## config.mk

```make
export PLATFORM = sky130hd
export DESIGN_NAME = mem_arbiter
export DESIGN_NICKNAME = d
export VERILOG_FILES = /design/src/rtl/mem_arbiter_pkg.sv /design/src/rtl/mem_arbiter_streak_counter.sv /design/src/rtl/mem_arbiter.sv
export SDC_FILE = /design/constraint.sdc
export NUM_CORES = 1
export LEC_CHECK = 0
export CORE_AREA = 2 2 195 197
export CTS_CLUSTER_DIAMETER = 60
export DETAILED_ROUTE_END_ITERATION = 6
export DIE_AREA = 0 0 197 199
export GPL_ROUTABILITY_DRIVEN = 0
export PLACE_DENSITY = 0.45
export SLEW_MARGIN = 10
export SYNTH_ARGS = -nofsm -noshare
export SYNTH_HDL_FRONTEND = slang
export SYNTH_HIERARCHICAL = 1
export SYNTH_SLANG_ARGS = --single-unit
```

## constraint.sdc

```tcl
create_clock -name clk -period 5.1 [get_ports clk]
set_input_delay 1.02 -clock clk [delete_from_list [all_inputs] [get_ports clk]]
set_output_delay 1.02 -clock clk [all_outputs]
set_load 0.03 [all_outputs]
```

## src/rtl/mem_arbiter_pkg.sv

```systemverilog
// Shared definitions for the unified-memory arbiter.
//   DWORD_BITS / WORD_BITS : data path widths (64-bit dword, 32-bit instruction word)
//   MEM_MODE_LWU           : funct3 code the arbiter drives for instruction fetches
//   req_e                  : requester index (instruction fetch / data memory)
package mem_arbiter_pkg;

  localparam int unsigned DWORD_BITS = 64;
  localparam int unsigned WORD_BITS  = 32;

  localparam logic [2:0] MEM_MODE_LWU = 3'b110;

  typedef enum logic {
    REQ_IF = 1'b0,
    REQ_DM = 1'b1
  } req_e;

endpackage : mem_arbiter_pkg

```

## src/rtl/mem_arbiter_streak_counter.sv

```systemverilog
// Saturating up-counter with synchronous clear, used to bound how many
// consecutive grants one requester may win while another waits.
//   clk, rst_n : clock, asynchronous active-low reset
//   inc        : count one more grant (ignored once saturated)
//   clr        : return to zero; takes priority over inc
//   at_max     : count has reached MAX
module streak_counter #(
  parameter int unsigned MAX  = 4,
  parameter int unsigned BITS = 3
) (
  input  logic clk,
  input  logic rst_n,
  input  logic inc,
  input  logic clr,
  output logic at_max
);

  localparam logic [BITS-1:0] CNT_MAX = BITS'(MAX);

  logic [BITS-1:0] count;

  always_ff @(posedge clk or negedge rst_n) begin
    if (!rst_n) begin
      count <= '0;
    end else if (clr) begin
      count <= '0;
    end else if (inc && (count != CNT_MAX)) begin
      count <= count + BITS'(1);
    end
  end

  assign at_max = (count == CNT_MAX);

endmodule : streak_counter

```

## src/rtl/mem_arbiter.sv

```systemverilog
// Arbitrates the single unified memory port between instruction fetch (IF,
// read-only) and the MEM stage (loads/stores). One grant per cycle; the
// memory's combinational read data is registered into a response one cycle
// after the grant. Data requests win contested cycles until MAX_DM_STREAK
// consecutive data grants have been made, then IF gets the next one.
//   IF side : if_req_valid/if_req_addr -> if_req_ready (comb);
//             if_flush drops the response due next cycle;
//             if_rsp_valid/if_rsp_data (registered, 32-bit word)
//   DM side : dm_req_valid/we/addr/mode/wdata -> dm_req_ready (comb);
//             dm_rsp_valid/dm_rsp_data (registered; 0 on store ack)
//   Memory  : mem_we/mem_addr/mem_mode/mem_wdata driven by the winner, 0 when idle;
//             mem_rdata is the memory's combinational output
module mem_arbiter
  import mem_arbiter_pkg::*;
#(
  parameter int unsigned MAX_DM_STREAK = 4,
  parameter int unsigned STREAK_BITS   = 3
) (
  input  logic                  clk,
  input  logic                  rst_n,
  input  logic                  if_req_valid,
  input  logic [DWORD_BITS-1:0] if_req_addr,
  output logic                  if_req_ready,
  input  logic                  if_flush,
  output logic                  if_rsp_valid,
  output logic [WORD_BITS-1:0]  if_rsp_data,
  input  logic                  dm_req_valid,
  input  logic                  dm_req_we,
  input  logic [DWORD_BITS-1:0] dm_req_addr,
  input  logic [2:0]            dm_req_mode,
  input  logic [DWORD_BITS-1:0] dm_req_wdata,
  output logic                  dm_req_ready,
  output logic                  dm_rsp_valid,
  output logic [DWORD_BITS-1:0] dm_rsp_data,
  output logic                  mem_we,
  output logic [DWORD_BITS-1:0] mem_addr,
  output logic [2:0]            mem_mode,
  output logic [DWORD_BITS-1:0] mem_wdata,
  input  logic [DWORD_BITS-1:0] mem_rdata
);

  logic grant_if;
  logic grant_dm;
  logic streak_at_max;
  req_e winner;

  // Only counts data wins that actually kept IF waiting; any idle IF cycle
  // or IF win restarts the streak.
  streak_counter #(
    .MAX  (MAX_DM_STREAK),
    .BITS (STREAK_BITS)
  ) u_streak (
    .clk    (clk),
    .rst_n  (rst_n),
    .inc    (grant_dm & if_req_valid),
    .clr    (grant_if | ~if_req_valid),
    .at_max (streak_at_max)
  );

  always_comb begin
    grant_if = if_req_valid & (~dm_req_valid | streak_at_max);
    grant_dm = dm_req_valid & ~grant_if;
    winner   = grant_if ? REQ_IF : REQ_DM;

    mem_we    = 1'b0;
    mem_addr  = '0;
    mem_mode  = '0;
    mem_wdata = '0;
    if (grant_if || grant_dm) begin
      unique case (winner)
        REQ_IF: begin
          mem_addr = if_req_addr;
          mem_mode = MEM_MODE_LWU;
        end
        REQ_DM: begin
          mem_we    = dm_req_we;
          mem_addr  = dm_req_addr;
          mem_mode  = dm_req_mode;
          mem_wdata = dm_req_wdata;
        end
        default: ;
      endcase
    end
  end

  assign if_req_ready = grant_if;
  assign dm_req_ready = grant_dm;

  always_ff @(posedge clk or negedge rst_n) begin
    if (!rst_n) begin
      if_rsp_valid <= 1'b0;
      if_rsp_data  <= '0;
      dm_rsp_valid <= 1'b0;
      dm_rsp_data  <= '0;
    end else begin
      // A flushed fetch still performs its read; only the valid is dropped.
      if_rsp_valid <= grant_if & ~if_flush;
      dm_rsp_valid <= grant_dm;
      if (grant_if) begin
        if_rsp_data <= mem_rdata[WORD_BITS-1:0];
      end
      if (grant_dm) begin
        dm_rsp_data <= dm_req_we ? '0 : mem_rdata;
      end
    end
  end

endmodule : mem_arbiter

```

==> impl_metrics.csv <==
group,metric,value,unit
worst_setup_path,r2r_slack,2.70,ns
clock_tree,clock_path_buffers,2,
die,die_h,199,µm
logic_synthesis,synth.net_count,795,
clock_tree,cts_htree_levels,3,
clock_tree,cts.root.buffer_cell,"clkbuf_16",
timing,finalSetupTns,0,ns
worst_hold_path,min_path_type,"flip-flop to flip-flop",
worst_setup_path,rr_endpoint,"dm_rsp_data[34]",
grt,track_usage,15.1,%
timing,relSlewSlack,36.3,%
logic_synthesis,synth_xor_xnor_area_share,0,%
power_and_ir_drop,vdd_ir_drop_max,0.148,mV
outcome,status,"finished, final reports clean",
timing,finalCriticalPeriod,4.26,ns
die,core_area,0.0371,mm²
timing,drv_slew,0,
logic_synthesis,synth-compound-area-share,11.1,%
logic_synthesis,ys_ff_latch,101,
die,pin_count,497,
grt,gr-total-overflow,0,
worst_hold_path,worstHoldPathCells,2,
clock_tree,cts_setup_buffers,0,
layout,fillers,3990,
die,start_util,14.2,%
power_and_ir_drop,leakagePower,4.76,nW
worst_setup_path,endpoint,"mem_addr[48]",
layout,syn2layout_area_growth,104,%
worst_setup_path,arrival,3.24,ns
grt,antenna_found_initial,1,
logic_synthesis,synth.area.mux_share,7.31,%
timing,setup_viol,0,
logic_synthesis,synth_area,0.00527,mm²
worst_setup_path,r2r_start,"u_streak/count[0]",
logic_synthesis,synth.most_common_cell,"nand2_1",
layout,drive_gt1_share,15.7,%
worst_setup_path,cp_max_fo,81,
timing,skew,0.0131,ns
job,maxCapViolations,0,
logic_synthesis,synth_fa_ha_area_share,0.474,%
timing,max_freq,234,MHz
drt,avgRoutedWirePerCell,21.4,µm
clock_tree,cts_hold_buffers,0,
worst_setup_path,critPathRequiredTime,4.08,ns
drt,ant_nets,0,
grt,grt_start_max_net_pins,82,
drt,drt_wl_total,31.7,mm
logic_synthesis,yosys.area_share.simple,27.5,%
drt,drc_errors,0,
clock_tree,clk_latency,0.36,ns
drt,viasPerCell,3.82,
timing,fin_crit_sh,83.6,%
drt,dr.pass1.iters,6,
logic_synthesis,synth_top_family_by_area,"simple AND/OR/NAND/NOR gates",
grt,grt_pass1_wl,42.2,mm
logic_synthesis,ys_seq_area_share,47.9,%
clock_tree,cts_sinks,101,
worst_setup_path,crit_start,"dm_req_valid",
clock_tree,cts_tree,"built",
die,die-area,0.0392,mm²
logic_synthesis,ys_warn_count,6,
worst_hold_path,worstHoldStart,"dm_rsp_data[60]",
clock_tree,cts.clk_slew.worst_paths,0.07,ns
worst_setup_path,start_kind,"input pin",
placement,dpl.hpwl,25.4,mm
timing,finalHoldViolCount,0,
clock_tree,post_cts_resize_count,0,
worst_setup_path,endpoint_kind,"output port",
timing,tightest_slew,0.956,ns
power_and_ir_drop,p_per_area,262,mW/mm²
layout,finalNonFillerCells,1482,
drt,via_count,5658,
die,rows,71,
logic_synthesis,synth-main-ff-cell,"dfrtp_1",
timing,grt_setup_unrepaired,"no",
worst_setup_path,reg2reg_depth,8,
placement,port_buffers,496,
layout,fin_nets,1269,
drt,detail_route.iter0.violations,223,
logic_synthesis,synth_top_area_share,47.9,%
clock_tree,numCtsBuffers,9,
logic_synthesis,synth_cells,528,
die,fp.dieW,197,µm
grt,grt_pass1_vias,5655,
logic_synthesis,synth_edf_count,0,
logic_synthesis,netlist_top_cells_area,"dfrtp_1 (48%), a22o_1 (11%), nand2_1 (9.4%)",
placement,dp_cells,1465,
logic_synthesis,postSynthAreaPerCell,9.99,µm²
logic_synthesis,yosys.area.top_type,"dfrtp_1",
logic_synthesis,synth_common_cells,"nand2_1 (132), dfrtp_1 (101), and2_1 (67), a22o_1 (64), nand3b_1 (64)",
logic_synthesis,ys_types,25,
logic_synthesis,synthArstFlopShare,100,%
worst_setup_path,crit_type,"input pin to output port",
-- routing by layer --
layer,global-route usage (%),part of all wire [%]
met2,23.5,46
met1,18.9,43
met3,7.83,11
met5,0,0
met4,2.31,0.52
-- state kept, by name, summed over array words and instances, names as in the netlist --
register,flops
if_rsp_valid,1
if_rsp_data,32
dm_rsp_valid,1
u_streak/count,3
dm_rsp_data,64
-- critical path, stage by stage --
cell and delay (ns):
clkdlybuf4s50_1 0.51, a21bo_2 0.27, inv_6 0.41, a22o_1 0.26
clkdlybuf4s50_1 0.69
-- logic make-up after synthesis --
kind of cell / after synthesis
compound gates: 67
fa+ha+maj: 2
flops: 101
buf+inv: 51
mux: 34
simple gates: 273
-- metrics by stage --
stage                     hold WS [ns]  setup WS (ns)  area [µm²]  utilization (%)  power, mW
after global placement           0.449          0.901       10400             28.1       2.00
after detailed placement         0.454          0.811       10400             28.1       2.00
final                            0.464          0.835       10800             29.0       2.82
after global routing             0.487          0.773       10800             29.0       2.96
after floorplan                  0.534           2.14        5270                -       1.42
after CTS                        0.472          0.811       10800             29.0       2.88
-- area by class of cell --
cell class / instances / area [µm²] / area share, %
diodes: 1 / 2.50 / 0.0232
clock buffers: 10 / 239 / 2.22
clock inverters: 6 / 116 / 1.08
inverters: 6 / 27.5 / 0.255
multi-input cells: 376 / 2450 / 22.7
flip-flops and latches: 101 / 2530 / 23.5
well taps: 474 / 593 / 5.50
repair buffers: 508 / 4820 / 44.7
-- how the worst min path moves through the flow --
| stage | to | slack (ns) |
|---|---|---|
| 3_3_place_gp | dm_rsp_data[47] | 0.45 |
| 2_1_floorplan | u_streak/count[1] | 0.53 |
| 6_report | dm_rsp_data[60] | 0.46 |
| 4_1_cts | dm_rsp_data[60] | 0.47 |
| 5_1_grt | dm_rsp_data[51] | 0.49 |
| 3_5_place_dp | dm_rsp_data[60] | 0.45 |
-- cell usage in the layout, fill, tap and decap left out, types with 2 or more instances in the layout --
cell | synthesis | layout
dfrtp_1 | 101 | 101
nand2b_1 | 3 | 3
a22o_1 | 64 | 64
inv_6 | 0 | 3
nand2_1 | 132 | 132
inv_1 | 4 | 4
nor2_1 | 3 | 3
mux2_2 | 32 | 32
bufinv_16 | 0 | 3
clkbuf_16 | 0 | 9
buf_4 | 12 | 103
and2_1 | 67 | 67
clkdlybuf4s50_1 | 0 | 404
nand3b_1 | 64 | 64
ha_1 | 2 | 2
-- power breakdown --
group          switching (mW)  internal, mW  leakage [nW]  total [mW]
Clock                   0.343         0.499         0.174       0.842
Combinational           0.561         0.499          3.31        1.06
Sequential             0.0394         0.878          1.28       0.917
Power figures use the tool's default switching activity.
